==> src/rtl/dev_bus_arbiter_if.sv <==
// ---------------------------------------------------------------------------
// dev_bus_arbiter_if
// Purpose : groups the two master request ports, the single device-bus
//           master port and the status output of dev_bus_arbiter.
// Signals :
//   m0_req/m1_req, m0_addr/m1_addr, m0_we/m1_we, m0_wd/m1_wd  master requests
//   m0_gnt/m1_gnt, m0_done/m1_done, rdata                     master responses
//   bus_addr, bus_we, bus_wd                                  device-bus drive
//   bus_rd                                                    bridge read data
//   busy                                                      arbiter not idle
// Modports:
//   master : the environment side (masters plus device bridge)
//   slave  : the arbiter side
// ---------------------------------------------------------------------------
interface dev_bus_arbiter_if;
    logic        m0_req;
    logic        m1_req;
    logic [31:0] m0_addr;
    logic [31:0] m1_addr;
    logic        m0_we;
    logic        m1_we;
    logic [31:0] m0_wd;
    logic [31:0] m1_wd;
    logic        m0_gnt;
    logic        m1_gnt;
    logic        m0_done;
    logic        m1_done;
    logic [31:0] rdata;
    logic [31:0] bus_addr;
    logic        bus_we;
    logic [31:0] bus_wd;
    logic [31:0] bus_rd;
    logic        busy;

    modport master (
        output m0_req, m1_req, m0_addr, m1_addr, m0_we, m1_we, m0_wd, m1_wd,
        output bus_rd,
        input  m0_gnt, m1_gnt, m0_done, m1_done, rdata,
        input  bus_addr, bus_we, bus_wd, busy
    );

    modport slave (
        input  m0_req, m1_req, m0_addr, m1_addr, m0_we, m1_we, m0_wd, m1_wd,
        input  bus_rd,
        output m0_gnt, m1_gnt, m0_done, m1_done, rdata,
        output bus_addr, bus_we, bus_wd, busy
    );
endinterface

==> src/rtl/dev_bus_arbiter.sv <==
// ---------------------------------------------------------------------------
// dev_bus_arbiter
// Purpose : arbitrates two masters (m0 = CPU, m1 = DMA/debug) onto a single
//           device-bus master port. Each transaction is IDLE -> ACCESS (one
//           cycle on the device bus) -> DONE (one-cycle done strobe with
//           read data) -> IDLE.
// Ports   :
//   clk   in  system clock, all state on rising edge
//   reset in  asynchronous, active-low reset
//   ifc   dev_bus_arbiter_if.slave (requests, grants, done, rdata, device
//         bus drive, bridge read data, busy)
// Config  : DEV_ARB_RR_EN defined   -> simultaneous requests go to the master
//                                      not granted last (round robin)
//           DEV_ARB_RR_EN undefined -> m0 always wins simultaneous requests
// ---------------------------------------------------------------------------
module dev_bus_arbiter (
    input logic               clk,
    input logic               reset,
    dev_bus_arbiter_if.slave  ifc
);

    typedef enum logic [1:0] {
        IDLE   = 2'd0,
        ACCESS = 2'd1,
        DONE   = 2'd2
    } state_t;

    state_t      r_state;
    logic        r_owner;
    logic        r_m0Gnt;
    logic        r_m1Gnt;
    logic        r_m0Done;
    logic        r_m1Done;
    logic        r_busy;
    logic        r_busWe;
    logic [31:0] r_busAddr;
    logic [31:0] r_busWd;
    logic [31:0] r_rdata;

    logic        w_anyReq;
    logic        w_winner;

    assign w_anyReq = ifc.m0_req | ifc.m1_req;

    // w_winner is the id of the master that gets the next grant; it is only
    // meaningful while w_anyReq is high.
`ifdef DEV_ARB_RR_EN
    logic r_lastGnt;
    assign w_winner = (ifc.m0_req & ifc.m1_req) ? ~r_lastGnt : ifc.m1_req;
`else
    assign w_winner = ~ifc.m0_req;
`endif

    // The device-bus registers double as the request latch: they are loaded
    // from the winner at the grant edge and cleared at the edge that closes
    // ACCESS, so later changes on the master ports cannot reach the bus.
    always_ff @(posedge clk or negedge reset) begin
        if (!reset) begin
            r_state   <= IDLE;
            r_owner   <= 1'b0;
            r_m0Gnt   <= 1'b0;
            r_m1Gnt   <= 1'b0;
            r_m0Done  <= 1'b0;
            r_m1Done  <= 1'b0;
            r_busy    <= 1'b0;
            r_busWe   <= 1'b0;
            r_busAddr <= 32'h0;
            r_busWd   <= 32'h0;
            r_rdata   <= 32'h0;
`ifdef DEV_ARB_RR_EN
            r_lastGnt <= 1'b1;
`endif
        end else begin
            case (r_state)
                IDLE: begin
                    if (w_anyReq) begin
                        r_state   <= ACCESS;
                        r_owner   <= w_winner;
                        r_m0Gnt   <= ~w_winner;
                        r_m1Gnt   <= w_winner;
                        r_busy    <= 1'b1;
                        r_busAddr <= w_winner ? ifc.m1_addr : ifc.m0_addr;
                        r_busWe   <= w_winner ? ifc.m1_we   : ifc.m0_we;
                        r_busWd   <= w_winner ? ifc.m1_wd   : ifc.m0_wd;
`ifdef DEV_ARB_RR_EN
                        r_lastGnt <= w_winner;
`endif
                    end
                end
                ACCESS: begin
                    r_state   <= DONE;
                    r_rdata   <= ifc.bus_rd;
                    r_busWe   <= 1'b0;
                    r_busAddr <= 32'h0;
                    r_busWd   <= 32'h0;
                    r_m0Done  <= ~r_owner;
                    r_m1Done  <= r_owner;
                end
                DONE: begin
                    r_state  <= IDLE;
                    r_m0Gnt  <= 1'b0;
                    r_m1Gnt  <= 1'b0;
                    r_m0Done <= 1'b0;
                    r_m1Done <= 1'b0;
                    r_busy   <= 1'b0;
                end
                default: begin
                    r_state <= IDLE;
                end
            endcase
        end
    end

    assign ifc.m0_gnt   = r_m0Gnt;
    assign ifc.m1_gnt   = r_m1Gnt;
    assign ifc.m0_done  = r_m0Done;
    assign ifc.m1_done  = r_m1Done;
    assign ifc.rdata    = r_rdata;
    assign ifc.bus_addr = r_busAddr;
    assign ifc.bus_we   = r_busWe;
    assign ifc.bus_wd   = r_busWd;
    assign ifc.busy     = r_busy;

endmodule

==> src/flat_wrapper.sv <==
// flat-port wrapper written by rule: the top's interface ports become plain ports
module dev_bus_arbiter_flat 
  (clk, reset, ifc_m0_req, ifc_m1_req, ifc_m0_addr, ifc_m1_addr, ifc_m0_we, ifc_m1_we, ifc_m0_wd, ifc_m1_wd, ifc_bus_rd, ifc_m0_gnt, ifc_m1_gnt, ifc_m0_done, ifc_m1_done, ifc_rdata, ifc_bus_addr, ifc_bus_we, ifc_bus_wd, ifc_busy);
  dev_bus_arbiter_if ifc_i ();
  input logic clk;
  input logic reset;
  input wire logic [$bits(ifc_i.m0_req)-1:0] ifc_m0_req;
  input wire logic [$bits(ifc_i.m1_req)-1:0] ifc_m1_req;
  input wire logic [$bits(ifc_i.m0_addr)-1:0] ifc_m0_addr;
  input wire logic [$bits(ifc_i.m1_addr)-1:0] ifc_m1_addr;
  input wire logic [$bits(ifc_i.m0_we)-1:0] ifc_m0_we;
  input wire logic [$bits(ifc_i.m1_we)-1:0] ifc_m1_we;
  input wire logic [$bits(ifc_i.m0_wd)-1:0] ifc_m0_wd;
  input wire logic [$bits(ifc_i.m1_wd)-1:0] ifc_m1_wd;
  input wire logic [$bits(ifc_i.bus_rd)-1:0] ifc_bus_rd;
  output wire logic [$bits(ifc_i.m0_gnt)-1:0] ifc_m0_gnt;
  output wire logic [$bits(ifc_i.m1_gnt)-1:0] ifc_m1_gnt;
  output wire logic [$bits(ifc_i.m0_done)-1:0] ifc_m0_done;
  output wire logic [$bits(ifc_i.m1_done)-1:0] ifc_m1_done;
  output wire logic [$bits(ifc_i.rdata)-1:0] ifc_rdata;
  output wire logic [$bits(ifc_i.bus_addr)-1:0] ifc_bus_addr;
  output wire logic [$bits(ifc_i.bus_we)-1:0] ifc_bus_we;
  output wire logic [$bits(ifc_i.bus_wd)-1:0] ifc_bus_wd;
  output wire logic [$bits(ifc_i.busy)-1:0] ifc_busy;
  assign ifc_i.m0_req = ifc_m0_req;
  assign ifc_i.m1_req = ifc_m1_req;
  assign ifc_i.m0_addr = ifc_m0_addr;
  assign ifc_i.m1_addr = ifc_m1_addr;
  assign ifc_i.m0_we = ifc_m0_we;
  assign ifc_i.m1_we = ifc_m1_we;
  assign ifc_i.m0_wd = ifc_m0_wd;
  assign ifc_i.m1_wd = ifc_m1_wd;
  assign ifc_i.bus_rd = ifc_bus_rd;
  assign ifc_m0_gnt = ifc_i.m0_gnt;
  assign ifc_m1_gnt = ifc_i.m1_gnt;
  assign ifc_m0_done = ifc_i.m0_done;
  assign ifc_m1_done = ifc_i.m1_done;
  assign ifc_rdata = ifc_i.rdata;
  assign ifc_bus_addr = ifc_i.bus_addr;
  assign ifc_bus_we = ifc_i.bus_we;
  assign ifc_bus_wd = ifc_i.bus_wd;
  assign ifc_busy = ifc_i.busy;
  dev_bus_arbiter u_core (.clk(clk), .reset(reset), .ifc(ifc_i));
endmodule
==> config.mk <==
export PLATFORM = sky130hd
export DESIGN_NAME = dev_bus_arbiter_flat
export DESIGN_NICKNAME = d
export VERILOG_FILES = /design/src/rtl/dev_bus_arbiter_if.sv /design/src/rtl/dev_bus_arbiter.sv /design/src/flat_wrapper.sv
export SDC_FILE = /design/constraint.sdc
export NUM_CORES = 1
export LEC_CHECK = 0
export CAP_MARGIN = 20
export CORE_ASPECT_RATIO = 0.6
export CORE_MARGIN = 8
export CORE_UTILIZATION = 35
export DETAILED_ROUTE_END_ITERATION = 8
export GPL_ROUTABILITY_DRIVEN = 0
export PLACE_DENSITY = 0.77
export RECOVER_POWER = 100
export SETUP_SLACK_MARGIN = 0.3
export SYNTH_ARGS = -nofsm -noshare
export SYNTH_HDL_FRONTEND = slang
export SYNTH_SLANG_ARGS = --single-unit
==> constraint.sdc <==
create_clock -name clk -period 1.9 [get_ports clk]
set_clock_uncertainty 0.15 [all_clocks]
set_input_delay 0.285 -clock clk [delete_from_list [all_inputs] [get_ports clk]]
set_output_delay 0.285 -clock clk [all_outputs]
set_load 0.02 [all_outputs]
==> metrics.md, run 1 <==
| Metric | Value |
|---|---|
| Buf/Inv on CP | `3` |
| Critical Path Sink Type | `flop` |
| Synthesized area | `4850 µm²` |
| DR vias/cell | `4.85` |
| CP Max Fanout | `6` |
| Top Layer Used | `met4` |
| Setup ws final | `0.0480 ns` |
| Minimum setup slack after placement | `-0.0226 ns` |
| Slew of the pin with the lowest slew margin | `0.980 ns` |
| CP required | `2.00 ns` |
| TritonCTS clock tree | `built` |
| Tot GR Track Use | `16.8%` |
| Grt total ovfl | `0` |
| Unrepaired setup endpoints after global routing | `yes` |
| Cell count of the worst hold path | `4` |
| LEAKAGE | `3.84 nW` |
| Peak VDD IR | `0.717 mV` |
| Multi-input combinational cell area | `2270 µm²` |
| Worst-Skew Late Latency | `0.33 ns` |
| YS warnings | `0` |
| Levels on crit path | `7` |
| # port buffers | `267` |
| Antenna-violating nets left | `0` |
| Status | `complete, no violations` |
| Fin crit share | `97.5%` |
| Initial DRC count | `142` |
| Post-synth EDFFs | `0` |
| Share of cells above drive strength 1 | `20.9%` |
| Portion of the post-synthesis area used by sequential elements | `54.2%` |
| Nets | `781` |
| 1st-pass router iterations | `4` |
| Layout Utilization | `61.7%` |
| Worst r2r src | `u_core.r_state[0]$_DFFE_PN0P_` |
| Met2 WL | `7860 µm` |
| DP Area | `7720 µm²` |
| DR WL/cell | `20.2 µm` |
| Largest net degree at the start of global routing | `106` |
| Top Ports | `268` |
| Fin. max-slew vios | `0` |
| Fmax | `0.540 GHz` |
| Final instance area | `8390 µm²` |
| Layout area overhead | `72.9%` |
| Slew Limit Headroom | `34.6%` |
| Cells after Synth | `330` |
| DRC | `0` |
| Fin. Hold Viols | `0` |
| Hold Startpoint | `ifc_m0_req` |
| Power Density | `1480 nW/µm²` |
| Yosys reg bits | `105` |
| Die width | `168 µm` |
| Register area | `2630 µm²` |
| Drt total wl | `15900 µm` |
| CTS Buf Count | `9` |
| Leading register cell type out of synthesis | `dfrtp_1` |
| CTS Root Cell | `clkbuf_16` |
| Fillers | `1109` |
| Htree depth | `3` |
| Initial Utilization | `35.7%` |
| Post-Syn Area per Cell | `14.7 µm²` |
| Vias in the first global route | `4298` |
| N_diodes | `0` |
| Met3 routed wirelength | `1540 µm` |
| Syn_nets | `502` |
| Maximum buffer depth of the clock tree | `2` |
| CP top delay family | `buffers and inverters` |
| Placed instance count | `756` |
| Pwr Total | `12.4 mW` |
| Final min period | `1.85 ns` |
| Chip Height | `107 µm` |
| # rows | `33` |
| WL met1 | `6460 µm` |
| CTS Sinks | `105` |
| Crit path from | `u_core.r_state[0]$_DFFE_PN0P_` |
| Yosys cell types | `24` |
| Ys async rst share | `100%` |
| Clk pin slew, worst setup/hold paths | `0.07 ns` |
| Critical-path top delay cell | `dfrtp_1` |
| CP Launch Type | `flop` |
| Core area | `13600 µm²` |
| Vias | `3820` |
| Hold crit path type | `input port to flop` |
| # setup viols final | `0` |
| Critical path class | `flop to flop` |
| Max incr delay on CP | `0.42 ns` |
| Max Cap Violations | `0` |
| Finished Layout Cells | `788` |
| Post-detail-place hpwl | `11800 µm` |
| Initial antenna violation count | `0` |
| Worst R2R Path Depth | `7` |
| Setup_tns | `0 ns` |
| Critical path data arrival time | `1.96 ns` |
| First-pass GRT wire length | `24200 µm` |
| Hold slack | `0.186 ns` |
| Die area | `18000 µm²` |
| Worst path cell trace | `inv_2, ha_4, or3b_4, o21ai_4, buf_6, clkbuf_16, o2bb2ai_2` |
## final timing paths
check | endpoint | slack [ns]
worst max-delay path | u_core.ifc.bus_addr[23]$_DFFE_PN0P_ | 0.05
worst min-delay path | u_core.ifc.m0_gnt$_DFFE_PN0P_ | 0.19
worst max register to register | u_core.ifc.bus_addr[23]$_DFFE_PN0P_ | 0.05
worst min register to register | u_core.ifc.bus_wd[21]$_DFFE_PN0P_ | 0.34
max in group asynchronous | u_core.ifc.bus_addr[5]$_DFFE_PN0P_ | 0.28
min in group asynchronous | u_core.ifc.bus_addr[13]$_DFFE_PN0P_ | 0.61
## synthesized netlist by cell type (2+ instances only)
cell / count / share of area (%)
a21oi_1: 3 / 0.31
buf_1: 5 / 0.39
buf_12: 4 / 1.7
buf_2: 10 / 1.0
buf_8: 2 / 0.62
clkbuf_1: 6 / 0.46
dfrtp_1: 105 / 54
ha_1: 6 / 1.5
inv_1: 3 / 0.23
mux2_2: 33 / 7.7
mux2i_1: 66 / 14
nand2_1: 5 / 0.39
nor2_1: 4 / 0.31
o21ai_0: 4 / 0.41
o2bb2ai_1: 35 / 6.3
o2bb2ai_2: 30 / 9.3
or3b_1: 2 / 0.36
## repair_timing
item | CTS | global route
endpoints found under the hold margin | 105 | 0
endpoints found under the setup margin | 193 | 101
buffers inserted | 10 | 1
cloned | 3 | 2
gates resized for setup | 113 | 30
hold buffers | 1 | 0
pin swaps | 0 | 2
## flip-flops by register name, summed over array words and instances, names as in the netlist
signal	cells
u_core.ifc.bus_addr	32
u_core.ifc.bus_wd	32
u_core.ifc.bus_we	1
u_core.ifc.busy	1
u_core.ifc.m0_done	1
u_core.ifc.m0_gnt	1
u_core.ifc.m1_done	1
u_core.ifc.m1_gnt	1
u_core.ifc.rdata	32
u_core.r_owner	1
u_core.r_state	2
## worst register-to-register path, cell delays in order (launching register included)
cell,delay (ns)
dfrtp_1,0.42
inv_2,0.09
ha_4,0.14
or3b_4,0.40
o21ai_4,0.16
buf_6,0.18
clkbuf_16,0.15
o2bb2ai_2,0.10
## cells in the final DEF (no fill, tap or decap), drive strengths merged
| cell | instances |
|---|---|
| a22o | 1 |
| mux2 | 33 |
| a31o | 1 |
| o2bb2ai | 65 |
| dlygate4sd2 | 102 |
| inv | 3 |
| clkinv | 2 |
| a21oi | 3 |
| ha | 6 |
| dlygate4sd3 | 1 |
| dfrtp | 105 |
| nand2 | 5 |
| or3b | 2 |
| buf | 26 |
| clkinvlp | 1 |
| bufbuf | 1 |
| o21ai | 5 |
| a31oi | 1 |
| nor2 | 4 |
| clkdlybuf4s50 | 163 |
| nor2b | 1 |
| clkbuf | 15 |
| mux2i | 66 |
| nand2b | 1 |
## per-layer routing
metal  up-vias  GRT usage (%)
met3         4           7.52
li1       1804              -
met2       145           29.3
met5         -              0
met1      1867           19.3
met4         0           2.66
## cells by family after synthesis
group / after synthesis / synth area share, %
compound gates: 76 / 17.2
fa+ha+maj: 6 / 1.55
buf+inv: 31 / 4.54
flops: 105 / 54.2
mux: 99 / 21.3
simple gates: 13 / 1.32
## power by group
part           total, mW  switching (mW)  internal [mW]
clock network       1.77           0.777          0.994
logic               6.94            3.49           3.45
registers           3.73           0.574           3.16
total               12.4            4.84           7.60
## final cells by class
class	count	area share (%)
multi-input combinational	194	27.1
sequential	105	31.3
timing repair buffer	296	35.4
clock buffer	12	3.18
clock inverter	3	0.298
tap	175	2.61
inverter	3	0.134
Power figures use the tool's default switching activity.
==> inputs of run 2 (changes only) <==
--- a/config.mk
+++ b/config.mk
@@ -11,6 +11,7 @@
 export CORE_UTILIZATION = 35
 export DETAILED_ROUTE_END_ITERATION = 8
 export GPL_ROUTABILITY_DRIVEN = 0
+export GPL_TIMING_DRIVEN = 0
 export PLACE_DENSITY = 0.77
 export RECOVER_POWER = 100
 export SETUP_SLACK_MARGIN = 0.3
==> run 2 against run 1 <==
  * The run now ends with setup timing left
  * Final cell count is 3.3% higher
  * Maximum frequency fell by 7.9%
  * Worst hold slack improved by 0.14 ns
  * Sequential share of layout area decreased by 1.2 points
==> metrics.md, run 2 (synthesized netlist as in run 1, its figures left out) <==
| Metric | Value |
|---|---|
| Fillers | `1044` |
| Clk pin slew, worst setup/hold paths | `0.06 ns` |
| Status | `finished, violations left` |
| Minimum setup slack after placement | `-0.379 ns` |
| Die width | `168 µm` |
| Antenna-violating nets left | `0` |
| Worst-Skew Late Latency | `0.33 ns` |
| DP Area | `7790 µm²` |
| Share of cells above drive strength 1 | `24.9%` |
| CTS Sinks | `105` |
| Initial Utilization | `35.7%` |
| First-pass GRT wire length | `25600 µm` |
| Slew of the pin with the lowest slew margin | `1.17 ns` |
| Post-detail-place hpwl | `12900 µm` |
| Slew Limit Headroom | `21.9%` |
| Setup ws final | `-0.112 ns` |
| Drt total wl | `17000 µm` |
| Unrepaired setup endpoints after global routing | `yes` |
| Commonest cells after routing, fill and taps aside | `clkdlybuf4s50_1 (163), dfrtp_1 (105), dlygate4sd2_1 (102)` |
| Buf/Inv on CP | `7` |
| Critical path data arrival time | `2.13 ns` |
| Worst path cell trace | `inv_2, ha_4, buf_6, or3b_1, buf_6, o21ai_4, buf_12, buf_12, buf_12, buf_8, o2bb2ai_4` |
| Crit path top cell by count | `buf_12` |
| Htree depth | `3` |
| Failing checks | `setup timing` |
| CP Max Fanout | `5` |
| N_diodes | `0` |
| Fin. Hold Viols | `0` |
| Top Ports | `268` |
| Initial antenna violation count | `0` |
| Nets | `807` |
| DRC | `0` |
| # port buffers | `266` |
| TritonCTS clock tree | `built` |
| Die area | `18000 µm²` |
| DR vias/cell | `4.92` |
| Hold slack | `0.324 ns` |
| Critical Path Sink Type | `flop` |
| Critical path class | `flop to flop` |
| Most common cell after layout, fill and taps aside | `clkdlybuf4s50_1` |
| CTS Root Cell | `clkbuf_16` |
| CTS Buf Count | `9` |
| Hold crit path type | `input port to flop` |
| Chip Height | `107 µm` |
| Max incr delay on CP | `0.39 ns` |
| CP top delay family | `buffers and inverters` |
| Grt total ovfl | `0` |
| Vias in the first global route | `4485` |
| Peak VDD IR | `1.02 mV` |
| Fin. max-slew vios | `0` |
| Core area | `13600 µm²` |
| Tot GR Track Use | `18.0%` |
| Power Density | `1560 nW/µm²` |
| Layout area overhead | `80.1%` |
| Fin crit share | `106%` |
| Initial DRC count | `112` |
| Largest net degree at the start of global routing | `57` |
| LEAKAGE | `4.04 nW` |
| Vias | `4007` |
| Critical-path top delay cell | `dfrtp_1` |
| Final instance area | `8730 µm²` |
| CP required | `2.01 ns` |
| Pwr Total | `13.6 mW` |
| Final min period | `2.01 ns` |
| # setup viols final | `55` |
| 1st-pass router iterations | `4` |
| Fmax | `0.497 GHz` |
| CP Launch Type | `flop` |
| Flop-to-flop setup slack | `-0.11 ns` |
| # rows | `33` |
| Maximum buffer depth of the clock tree | `2` |
| Max Cap Violations | `0` |
| DR WL/cell | `20.9 µm` |
run 2: cell count changes in the layout (fill, tap and decap cells not counted), moves of 4 or more:
cell,previous run,this run
o2bb2ai_2,31,46
mux2_2,33,21
mux2_4,0,12
o2bb2ai_4,13,3
buf_16,2,7
buf_2,0,5
o2bb2ai_1,21,16
buf_6,6,10
buf_8,0,4
clkbuf_1,1,5
run 2: power breakdown:
group	switching (mW)	total (mW)	internal [mW]
Clock	0.797	1.85	1.05
Sequential	0.560	3.72	3.16
Combinational	3.76	8.06	4.30
run 2: layout make-up:
type	count	area (µm²)	area share, %
clock inverters	4	53.8	0.616
clock buffers	11	243	2.78
repair buffers	294	3010	34.5
flip-flops and latches	105	2630	30.1
inverters	3	11.3	0.129
plain buffers	28	323	3.70
well taps	175	219	2.51
multi-input cells	194	2240	25.7
run 2: through the flow:
stage | util [%] | std cells | setup TNS [ns]
2_1_floorplan | - | 330 | 0
3_3_place_gp | 57.2 | 771 | -380.51
3_5_place_dp | 57.4 | 772 | -15.41
4_1_cts | 63.6 | 810 | -3.06
5_1_grt | 64.3 | 814 | -12.94
6_report | 64.3 | 814 | -3.51
run 2: path summary, 6_finish.rpt:
path,startpoint,to,cells after the start
worst min-delay path,ifc_m0_req,u_core.ifc.m0_gnt$_DFFE_PN0P_,4
worst min register to register,u_core.ifc.bus_wd[6]$_DFFE_PN0P_,u_core.ifc.bus_wd[6]$_DFFE_PN0P_,1
min in group asynchronous,reset,u_core.ifc.bus_addr[19]$_DFFE_PN0P_,2
worst max register to register,u_core.r_state[0]$_DFFE_PN0P_,u_core.ifc.bus_wd[29]$_DFFE_PN0P_,11
max in group asynchronous,reset,u_core.ifc.rdata[24]$_DFFE_PN0N_,3
worst max-delay path,u_core.r_state[0]$_DFFE_PN0P_,u_core.ifc.bus_wd[29]$_DFFE_PN0P_,11
run 2: worst reg2reg max path: stages, from the launching register on:
cell       delay (ns)
dfrtp_1          0.39
inv_2            0.09
ha_4             0.13
buf_6            0.08
or3b_1           0.35
buf_6            0.13
o21ai_4          0.06
buf_12           0.13
buf_12           0.09
buf_12           0.11
buf_8            0.13
o2bb2ai_4        0.10
run 2: what timing repair did:
item | in CTS | in global routing
pin swaps | 1 | 2
endpoints found under the setup margin | 200 | 101
gates cloned | 7 | 2
setup buffers | 15 | 2
hold endpoints to repair | 49 | 0
hold buffers | 1 | 0
resized for setup | 174 | 7
run 2: metal layers:
| layer | GRT usage (%) | part of all wire, % | vias to the layer above |
|---|---|---|---|
| met5 | 0 | 0 | - |
| met1 | 21.3 | 42 | 1979 |
| met2 | 31.0 | 49 | 161 |
| met4 | 4.06 | 1.1 | 0 |
| met3 | 6.71 | 8.4 | 15 |
| li1 | - | - | 1852 |
==> inputs of run 3 (changes only) <==
--- a/config.mk
+++ b/config.mk
@@ -7,7 +7,7 @@
 export LEC_CHECK = 0
 export CAP_MARGIN = 20
 export CORE_ASPECT_RATIO = 0.6
-export CORE_MARGIN = 8
+export CORE_MARGIN = 3
 export CORE_UTILIZATION = 35
 export DETAILED_ROUTE_END_ITERATION = 8
 export GPL_ROUTABILITY_DRIVEN = 0
==> run 3 against run 2 <==
  * The run still ends with setup timing left
  * Cell area down 2.1%
  * Die area shrank 15%
  * Sequential share of layout area up 0.64 points
  * Register-to-register slack improved by 0.06 ns
  * Wire length shrank 7.8%
  * First-iteration DRC count is 12% lower
  * Sequential cell count is the same
  * Critical path type unchanged
  * Critical endpoint is now u_core.ifc.bus_wd[6]$_DFFE_PN0P_
  * Largest power group unchanged
==> metrics.md, run 3 (synthesized netlist as in run 1, its figures left out) <==
| Metric | Value |
|---|---|
| Status | `finished, violations left` |
| Failing checks | `setup timing` |
| Setup ws final | `-0.0502 ns` |
| Slew Limit Headroom | `40.6%` |
| CP Max Fanout | `10` |
| Hold crit path type | `input port to flop` |
| Drt total wl | `15700 µm` |
| Commonest cells after routing, fill and taps aside | `clkdlybuf4s50_1 (163), dfrtp_1 (105), dlygate4sd2_1 (101)` |
| CTS Sinks | `105` |
| Fillers | `1002` |
| Unrepaired setup endpoints after global routing | `yes` |
| CTS Root Cell | `clkbuf_16` |
| Die width | `158 µm` |
| Minimum setup slack after placement | `-0.360 ns` |
| Slew of the pin with the lowest slew margin | `0.891 ns` |
| Clk pin slew, worst setup/hold paths | `0.07 ns` |
| Fin crit share | `103%` |
| Critical path data arrival time | `2.08 ns` |
| Final instance area | `8550 µm²` |
| DRC | `0` |
| Initial antenna violation count | `0` |
| Fin. Hold Viols | `0` |
| Register area | `2630 µm²` |
| Top Ports | `268` |
| Final min period | `1.95 ns` |
| Sw Share | `38.9%` |
| Largest net degree at the start of global routing | `66` |
| Maximum buffer depth of the clock tree | `2` |
| Flop pwr share | `28.5%` |
| CP Launch Type | `flop` |
| First-pass GRT wire length | `23700 µm` |
| Post-detail-place hpwl | `11500 µm` |
| Grt total ovfl | `0` |
| Setup_tns | `-1.67 ns` |
| Vias | `3983` |
| Antenna-violating nets left | `0` |
| CTS Buf Count | `9` |
| Max Cap Violations | `0` |
| Htree depth | `3` |
| Logic gate share of total power | `57.4%` |
| Internal power | `7.95 mW` |
| Critical Path Sink Type | `flop` |
| Flop-to-flop setup slack | `-0.05 ns` |
| Critical path class | `flop to flop` |
| Core area | `13200 µm²` |
| Nets | `803` |
| Power Density | `1520 nW/µm²` |
| Pwr Total | `13.0 mW` |
| N_diodes | `0` |
| Die area | `15400 µm²` |
| Vias in the first global route | `4429` |
| Initial Utilization | `36.8%` |
| Chip Height | `97.2 µm` |
| Layout area overhead | `76.3%` |
| Clock share of power | `14.1%` |
| DR vias/cell | `4.94` |
| Net switching power | `5.05 mW` |
| # setup viols final | `55` |
| Fmax | `0.513 GHz` |
| Fin. max-slew vios | `0` |
| Most common cell after layout, fill and taps aside | `clkdlybuf4s50_1` |
| Share of cells above drive strength 1 | `25.3%` |
| Initial DRC count | `99` |
| DR WL/cell | `19.5 µm` |
| Tot GR Track Use | `19.6%` |
| Peak VDD IR | `0.868 mV` |
| # port buffers | `266` |
| LEAKAGE | `3.96 nW` |
| 1st-pass router iterations | `4` |
| Multi-input combinational cell area | `2230 µm²` |
| Finished Layout Cells | `806` |
| TritonCTS clock tree | `built` |
| Worst-Skew Late Latency | `0.34 ns` |
| Placed instance count | `767` |
| # rows | `32` |
| DP Area | `7780 µm²` |
| CP required | `2.02 ns` |
[run 3: cell count changes in the layout (fill, tap and decap cells not counted), sizes merged]
cell           before  now
clkdlybuf4s15       0    1
buf                47   43
inv                 3    6
bufinv              1    0
bufbuf              1    0
dlygate4sd2       102  101
clkinvlp            2    1
clkinv              1    2
[run 3: worst paths after layout]
check                                              startpoint                            endpoint  depth (start not counted)
min reg2reg                u_core.ifc.bus_addr[4]$_DFFE_PN0P_  u_core.ifc.bus_addr[4]$_DFFE_PN0P_                          1
max in group asynchronous                               reset       u_core.ifc.bus_we$_DFFE_PN0P_                          3
min                                                ifc_m0_req       u_core.ifc.m0_gnt$_DFFE_PN0P_                          4
min in group asynchronous                               reset    u_core.ifc.rdata[10]$_DFFE_PN0N_                          2
max                             u_core.r_state[0]$_DFFE_PN0P_    u_core.ifc.bus_wd[6]$_DFFE_PN0P_                          9
max reg2reg                     u_core.r_state[0]$_DFFE_PN0P_    u_core.ifc.bus_wd[6]$_DFFE_PN0P_                          9
[run 3: power by group through the flow]
stage | sequential [mW] | combinational [mW] | clock (mW)
after floorplan | 4.73 | 2.71 | 0
after global placement | 3.69 | 6.44 | 0
after detailed placement | 3.73 | 6.56 | 0
after CTS | 3.68 | 7.06 | 1.87
after global routing | 3.83 | 7.92 | 1.97
final | 3.71 | 7.46 | 1.83
[run 3: routing by layer]
| metal | part of all wire, % | global-route usage, % | wire length, µm | vias to the layer above |
|---|---|---|---|---|
| li1 | - | - | - | 1853 |
| met1 | 41 | 23.8 | 6420 | 1954 |
| met2 | 48 | 33.0 | 7580 | 163 |
| met3 | 9.7 | 8.28 | 1520 | 13 |
| met4 | 1.0 | 3.44 | 156 | 0 |
| met5 | 0 | 0 | 0 | - |
[run 3: final cells by class]
type | instances | share of cell area [%]
repair buffers | 290 | 33.5
flip-flops and latches | 105 | 30.7
multi-input cells | 194 | 26.1
plain buffers | 28 | 3.69
clock buffers | 10 | 2.79
well taps | 170 | 2.49
clock inverters | 6 | 0.585
inverters | 3 | 0.132
[run 3: per-stage QoR]
stage	utilization (%)	hold WS [ns]
5_1_grt	64.9	0.290
3_3_place_gp	58.9	0.321
6_report	64.9	0.244
4_1_cts	63.4	0.253
3_5_place_dp	59.0	0.286
2_1_floorplan	-	-0.161
[run 3: timing repair]
action                     4_1_cts  5_1_grt
hold endpoints to repair        64        0
hold buffers                     1        0
setup buffers                   13        2
gates cloned                     5        2
setup endpoints to repair      200      141
resized for setup              154       26
pin swaps                        0        1
[run 3: worst max-delay path: stages, from the launching register on]
cell	delay [ns]
dfrtp_1	0.40
inv_2	0.09
ha_4	0.12
buf_6	0.09
or3b_4	0.37
buf_6	0.13
o21ai_4	0.07
buf_12	0.20
buf_12	0.16
o2bb2ai_2	0.11
